--- src/rtl/image_ram_arbiter.sv ---
// image_ram_arbiter
//   Shares the single-port image RAM between the display pixel fetcher and a
//   processor load/store port, in the VGA pixel clock domain. Display reads
//   win by default. The processor gets idle (blanking) slots, or a forced slot
//   once it has been denied STARVE_MAX consecutive cycles. A tag pipeline
//   follows every read through the fixed RAM latency and steers the returned
//   word to the requester that issued it.
//
//   Optional feature macro: IMAGE_RAM_STARVE_GUARD_EN
//     defined   : forced processor slot, starvation counter, underrun counter
//     undefined : processor served only when disp_req is low, underrun_cnt = 0
//
// Ports
//   clk, rst                      pixel clock, asynchronous active-high reset
//   disp_req/disp_addr            display read request (one per cycle)
//   disp_data/disp_valid          display read return, RD_LAT+1 after request
//   cpu_req/cpu_we/cpu_addr/
//   cpu_wdata                     processor request, held until cpu_gnt
//   cpu_gnt                       pulse in the cycle the processor slot is taken
//   cpu_rdata/cpu_rvalid          processor read return, RD_LAT+1 after gnt
//   ram_addr/ram_wdata/ram_we     registered RAM command
//   ram_rdata                     RAM read data, RD_LAT cycles after address
//   underrun_cnt                  saturating count of denied display requests
module image_ram_arbiter #(
  parameter int ADDR_W     = 18,
  parameter int DATA_W     = 32,
  parameter int RD_LAT     = 1,
  parameter int STARVE_MAX = 16
) (
  input  logic              clk,
  input  logic              rst,
  input  logic              disp_req,
  input  logic [ADDR_W-1:0] disp_addr,
  output logic [DATA_W-1:0] disp_data,
  output logic              disp_valid,
  input  logic              cpu_req,
  input  logic              cpu_we,
  input  logic [ADDR_W-1:0] cpu_addr,
  input  logic [DATA_W-1:0] cpu_wdata,
  output logic              cpu_gnt,
  output logic [DATA_W-1:0] cpu_rdata,
  output logic              cpu_rvalid,
  output logic [ADDR_W-1:0] ram_addr,
  output logic [DATA_W-1:0] ram_wdata,
  output logic              ram_we,
  input  logic [DATA_W-1:0] ram_rdata,
  output logic [15:0]       underrun_cnt
);

  typedef enum logic [1:0] {
    SLOT_IDLE  = 2'd0,
    SLOT_DISP  = 2'd1,
    SLOT_CPU   = 2'd2,
    SLOT_FORCE = 2'd3
  } slot_e;

  slot_e             slot_s;
  logic              force_s;
  logic              cpu_sel_s;

  logic [ADDR_W-1:0] ram_addr_q, ram_addr_d;
  logic [DATA_W-1:0] ram_wdata_q, ram_wdata_d;
  logic              ram_we_q, ram_we_d;
  logic [DATA_W-1:0] last_pix_q, last_pix_d;

  // One bit per tag kind; bit 0 is the issue stage, bit RD_LAT lines up with ram_rdata.
  // A forced slot that denies the display carries a "repeat" tag so the display still
  // gets a valid beat at the usual time.
  logic [RD_LAT:0]   disp_tag_q, disp_tag_d;
  logic [RD_LAT:0]   drep_tag_q, drep_tag_d;
  logic [RD_LAT:0]   cpu_tag_q,  cpu_tag_d;

`ifdef IMAGE_RAM_STARVE_GUARD_EN
  localparam logic [7:0] STARVE_MAX_C = 8'(STARVE_MAX);
  logic [7:0]  starve_cnt_q, starve_cnt_d;
  logic [15:0] underrun_cnt_q, underrun_cnt_d;

  assign force_s = cpu_req && (starve_cnt_q == STARVE_MAX_C);
`else
  assign force_s = 1'b0;
`endif

  // Per-cycle slot decision in priority order: forced processor, display, processor.
  always_comb begin
    slot_s = SLOT_IDLE;
    if (force_s) begin
      slot_s = SLOT_FORCE;
    end else if (disp_req) begin
      slot_s = SLOT_DISP;
    end else if (cpu_req) begin
      slot_s = SLOT_CPU;
    end else begin
      slot_s = SLOT_IDLE;
    end
  end

  assign cpu_sel_s = (slot_s == SLOT_CPU) || (slot_s == SLOT_FORCE);
  // Grant is taken in the decision cycle so the requester can drop cpu_req next cycle.
  assign cpu_gnt   = cpu_sel_s && !rst;

  // Next RAM command; address and write data hold through idle slots.
  always_comb begin
    ram_addr_d  = ram_addr_q;
    ram_wdata_d = ram_wdata_q;
    ram_we_d    = 1'b0;
    case (slot_s)
      SLOT_DISP: begin
        ram_addr_d = disp_addr;
      end
      SLOT_CPU, SLOT_FORCE: begin
        ram_addr_d  = cpu_addr;
        ram_wdata_d = cpu_wdata;
        ram_we_d    = cpu_we;
      end
      default: begin
        ram_we_d = 1'b0;
      end
    endcase
  end

  // Shift the return tags and remember the most recent real display pixel.
  always_comb begin
    disp_tag_d = {disp_tag_q[RD_LAT-1:0], slot_s == SLOT_DISP};
    drep_tag_d = {drep_tag_q[RD_LAT-1:0], (slot_s == SLOT_FORCE) && disp_req};
    cpu_tag_d  = {cpu_tag_q[RD_LAT-1:0], cpu_sel_s && !cpu_we};
    if (disp_tag_q[RD_LAT]) begin
      last_pix_d = ram_rdata;
    end else begin
      last_pix_d = last_pix_q;
    end
  end

`ifdef IMAGE_RAM_STARVE_GUARD_EN
  // Starvation counter clears on grant or idle request; underrun counts denied display reads.
  always_comb begin
    if (!cpu_req || cpu_sel_s) begin
      starve_cnt_d = 8'd0;
    end else if (starve_cnt_q == STARVE_MAX_C) begin
      starve_cnt_d = starve_cnt_q;
    end else begin
      starve_cnt_d = starve_cnt_q + 8'd1;
    end
    if ((slot_s == SLOT_FORCE) && disp_req && (underrun_cnt_q != 16'hFFFF)) begin
      underrun_cnt_d = underrun_cnt_q + 16'd1;
    end else begin
      underrun_cnt_d = underrun_cnt_q;
    end
  end

  // Guard counters.
  always_ff @(posedge clk or posedge rst) begin
    if (rst) begin
      starve_cnt_q   <= 8'd0;
      underrun_cnt_q <= 16'd0;
    end else begin
      starve_cnt_q   <= starve_cnt_d;
      underrun_cnt_q <= underrun_cnt_d;
    end
  end

  assign underrun_cnt = underrun_cnt_q;
`else
  assign underrun_cnt = 16'd0;
`endif

  // RAM command register, return tags and last-pixel holder; reset drops in-flight reads.
  always_ff @(posedge clk or posedge rst) begin
    if (rst) begin
      ram_addr_q  <= '0;
      ram_wdata_q <= '0;
      ram_we_q    <= 1'b0;
      last_pix_q  <= '0;
      disp_tag_q  <= '0;
      drep_tag_q  <= '0;
      cpu_tag_q   <= '0;
    end else begin
      ram_addr_q  <= ram_addr_d;
      ram_wdata_q <= ram_wdata_d;
      ram_we_q    <= ram_we_d;
      last_pix_q  <= last_pix_d;
      disp_tag_q  <= disp_tag_d;
      drep_tag_q  <= drep_tag_d;
      cpu_tag_q   <= cpu_tag_d;
    end
  end

  assign ram_addr   = ram_addr_q;
  assign ram_wdata  = ram_wdata_q;
  assign ram_we     = ram_we_q;

  assign disp_valid = disp_tag_q[RD_LAT] || drep_tag_q[RD_LAT];
  assign cpu_rvalid = cpu_tag_q[RD_LAT];

  // Route the returning word; a repeat beat replays the last delivered pixel.
  always_comb begin
    if (disp_tag_q[RD_LAT]) begin
      disp_data = ram_rdata;
    end else if (drep_tag_q[RD_LAT]) begin
      disp_data = last_pix_q;
    end else begin
      disp_data = '0;
    end
    if (cpu_tag_q[RD_LAT]) begin
      cpu_rdata = ram_rdata;
    end else begin
      cpu_rdata = '0;
    end
  end

endmodule

--- config.mk ---
export PLATFORM = sky130hd
export DESIGN_NAME = image_ram_arbiter
export DESIGN_NICKNAME = d
export VERILOG_FILES = /design/src/rtl/image_ram_arbiter.sv
export SDC_FILE = /design/constraint.sdc
export NUM_CORES = 1
export LEC_CHECK = 0
export ABC_AREA = 1
export CORE_ASPECT_RATIO = 1.2
export CORE_UTILIZATION = 41
export CTS_CLUSTER_DIAMETER = 30
export DETAILED_ROUTE_END_ITERATION = 10
export HOLD_SLACK_MARGIN = 0.02
export PLACE_DENSITY = 0.82
export SLEW_MARGIN = 20
export SYNTH_ARGS = -nofsm -noshare
export SYNTH_HDL_FRONTEND = slang
export SYNTH_SLANG_ARGS = --single-unit
--- constraint.sdc ---
create_clock -name clk -period 7.8 [get_ports clk]
set_input_delay 1.95 -clock clk [delete_from_list [all_inputs] [get_ports clk]]
set_output_delay 1.95 -clock clk [all_outputs]
set_load 0.05 [all_outputs]
# After elaboration in Yosys (flattened, before gate mapping)
# Index checks and enable logic that the tools add are counted.
[totals] wordCells=26 out_inout_bits=134 mem_count=0 mem_bits_ro=0 in_bits=105 ff_bits=89 ram_bits=0 latch_bits=0
[op_classes] n_lt_le_gt_ge=0 multipliers=0 n_bitwise=0 n_reduce_logical=9 n_mux=7 addsub=0 n_div=0 shifts=0 eq_ne=3
[op_table] op="2-to-1 mux 32 bit" n=3
[op_table] op="one-hot mux 18 bit (2 select lines)" n=1
[op_table] op="equality test 2 bit (second input constant)" n=2
[op_table] op="2-to-1 mux 2 bit" n=2
[op_table] op="logical AND 1 bit" n=3
[op_table] op="equality test 2 x 1 -> 1 bit (second input constant)" n=1
[op_table] op="logical NOT 1 bit" n=2
[op_table] op="logical OR 1 bit" n=2
[op_table] op="nonzero test 2 bit" n=1
[op_table] op="OR reduction 2 bit" n=1
[op_table] op="2-to-1 mux 1 bit" n=1

# Logic depth before layout (Yosys ltp)
[logic_depth] depth_word=5 ltp_mapped=6 mapped_depth_nobuf=4

# Worst setup path after synthesis
# No wires, ideal clock.
[synth_timing] kind="input-to-output" start="input port ram_rdata[0]" end="output port disp_data[0]" required_ns=5.850 arrival_time_ns=3.064 path_buffers=0 path_stages=2 slack_ns=2.786 cell_sequence="inv_1 o21ai_0"
[synth_between] elab_chain_len=1
[synth_rtl] element="start, declared" line="46" text="input logic [DATA_W-1:0] ram_rdata,"
[synth_rtl] element="2-to-1 mux 32 bit" line="196" text="if (disp_tag_q[RD_LAT]) begin"
[synth_rtl] element="end, declared" line="34" text="output logic [DATA_W-1:0] disp_data,"
# No other way between the ends.

# Final worst setup path
[layout_timing] start="input port cpu_req" end="output port cpu_gnt"
[layout_between] elab_chain_len=5 word_cells_on_any_way=6 cone_classes="eq/ne (2); mux (2); reduce/logical (2)"
[layout_rtl] element="start, declared" line="36" text="input logic cpu_req,"
[layout_rtl] element="2-to-1 mux 2 bit *" line="90" text="end else if (cpu_req) begin"
[layout_rtl] element="2-to-1 mux 2 bit *" line="88" text="end else if (disp_req) begin"
[layout_rtl] element="equality test 2 bit" line="97" text="assign cpu_sel_s = (slot_s == SLOT_CPU) || (slot_s == SLOT_FORCE);"
[layout_rtl] element="logical OR 1 bit *" line="97"
[layout_rtl] element="logical AND 1 bit *" line="99" text="assign cpu_gnt = cpu_sel_s && !rst;"
[layout_rtl] element="end, declared" line="40" text="output logic cpu_gnt,"
# Every way passes the cells marked *; elsewhere a longest branch is shown, timed or not.

==> flow_summary.ini <==
[outcome]
status = complete, no violations

[setup_path]
crit_fanout = 35
crit_start = cpu_req
startpoint_type = primary input
cp.required_ns = 5.85
reg2reg_depth = 3
r2r-start = disp_tag_q[1]
path_class = in -> out
rrSetupSlack_ns = 6.10
worstSetupEndpointType = output port
timing.rr.end = last_pix_q[6]
cp.arrival_ns = 4.28
critPathCapture = cpu_gnt

[hold_path]
hold_path.class = reg -> reg

[logic_synthesis]
ys_ff_latch = 89
synth_warnings = 0
syn_avg_cell_area_sq_um = 7.80
ys_types = 16
yosysSeqAreaShare_pct = 53.7
synthCells = 532
synth_area_sq_um = 4150

[global_route]
grt.overflow.total = 0
grt_max_degree = 98
grt_pass1_wl_mm = 18.1
grt_pass1_vias = 3903
antenna_found_initial = 0
grt.total_usage_pct = 22.0

[power_and_ir_drop]
vdd_drop_max_mv = 0.120
power_density_nw_per_um2 = 207
power_leakage_nw = 3.29

[detailed_routing]
drtPass1Iterations = 7
vias = 4100
drc = 0
drt_iter0_markers = 147
antenna_left = 0
drt-total-wl_mm = 11.3
vias_per_cell = 4.73
drt-wirelength-per-cell_microns = 13.0

[place]
place_congestion = 0.771
place_area_sq_um = 6340
dp.cells = 851
port_buffers = 222
dpl.hpwl_mm = 8.31
dp_slack_ns = 1.59

[final_layout]
antennaDiodeCount = 0
fin_nets = 844
fillCellCount = 775
final_cell_mix = clkdlybuf4s50_1, nand2_1, dfrtp_1
fin_cells = 867
finish.instance_area_sq_um = 6630
layout_commonest_cell = clkdlybuf4s50_1
area_growth_pct = 59.8
drive_gt1_share_pct = 3.63

[timing]
tns_ns = 0
slew_violations = 0
timing.final.ws_setup_ns = 1.57
grt_setup_unrepaired = false
clock_skew_ns = 0.00418
period_minus_slack_ns = 6.23
tightest_slew_ns = 1.07
slew_headroom_pct = 28.3
period_share_pct = 79.9
setup_violations = 0
hold_slack_ns = 0.347
fmax_mhz = 161
finalHoldViolations = 0

[cts]
clk_pin_slew_ns = 0.06
cts_setup_buffers = 0
ctsResizeCount = 0
htree_num_levels = 3
cts_tree = built
cts_made_buffers = 9
clockRootBuffer = clkbuf_16
holdBufCountCts = 0
clock-sinks = 89
clockBufferDepth = 2
worstSkewPairLatency_ns = 0.33

[die]
fp.dieW_microns = 93.8
die_h_microns = 112
start_util_pct = 43.0
die_area_sq_um = 10500
ios = 239
core_sq_um = 9660
rows = 39

[flow_run]
max_cap_violations = 0
-- how the worst min path moves through the flow --
stage,cells after the start,end,startpoint,slack (ns)
after global placement,0,drep_tag_q[1],drep_tag_q[0],0.33
after floorplan,0,cpu_tag_q[1],cpu_tag_q[0],0.33
after global routing,0,drep_tag_q[1],drep_tag_q[0],0.35
after detailed placement,0,disp_tag_q[1],disp_tag_q[0],0.33
final,0,cpu_tag_q[1],cpu_tag_q[0],0.35
after CTS,0,drep_tag_q[1],drep_tag_q[0],0.35
-- critical path: stages --
cell	delay, ns
clkdlybuf4s50_1	1.02
nand2_2	0.08
buf_4	0.26
nor2_1	0.13
clkdlybuf4s50_1	0.82
-- report_power, final --
| part | total (mW) | switching (mW) | internal [mW] |
|---|---|---|---|
| registers | 0.538 | 0.0300 | 0.508 |
| clock network | 0.396 | 0.178 | 0.218 |
| logic | 0.436 | 0.284 | 0.153 |
| total | 1.37 | 0.491 | 0.879 |
-- stage by stage --
step	util, %	total power [mW]
3_5_place_dp	65.6	0.981
6_report	68.6	1.37
3_3_place_gp	65.6	0.974
5_1_grt	68.6	1.43
2_1_floorplan	-	0.813
4_1_cts	68.5	1.38
-- synth_stat cells (all sizes together) --
cell    number  area [sq um]
nand2      216           813
dfrtp       89          2230
inv         61           229
nand3       59           295
o21ai       55           275
buf         35           234
clkbuf      11          43.8
nor2         5          28.8
conb         1          3.75
-- layer usage --
layer	share of wire [%]	up-vias	track usage, %
li1	-	2014	-
met2	48	207	37.1
met3	10	25	7.52
met4	2.4	0	8.41
met1	39	1854	25.6
met5	0	-	0
-- area by class of cell --
cell class	count	area [sq um]	area share, %
Inverter	61	230	3.47
Tap cell	123	154	2.32
Clock inverter	7	56.3	0.849
Sequential cell	89	2230	33.6
Clock buffer	9	225	3.40
Timing Repair Buffer	226	2260	34.0
Multi-Input combinational cell	352	1480	22.3
-- kinds of logic after synthesis --
group | synth area share [%]
buffers and inverters | 12.2
other | 0.0904
DFF | 53.7
AOI/OAI and AO/OA | 6.63
and+or+nand+nor | 27.4
-- flip-flops by register name (all words and copies together), names as in the netlist --
| register | count |
|---|---|
| last_pix_q | 32 |
| ram_we | 1 |
| drep_tag_q | 2 |
| ram_wdata | 32 |
| ram_addr | 18 |
| disp_tag_q | 2 |
| cpu_tag_q | 2 |
No activity file was read; power rests on OpenSTA's default activity.
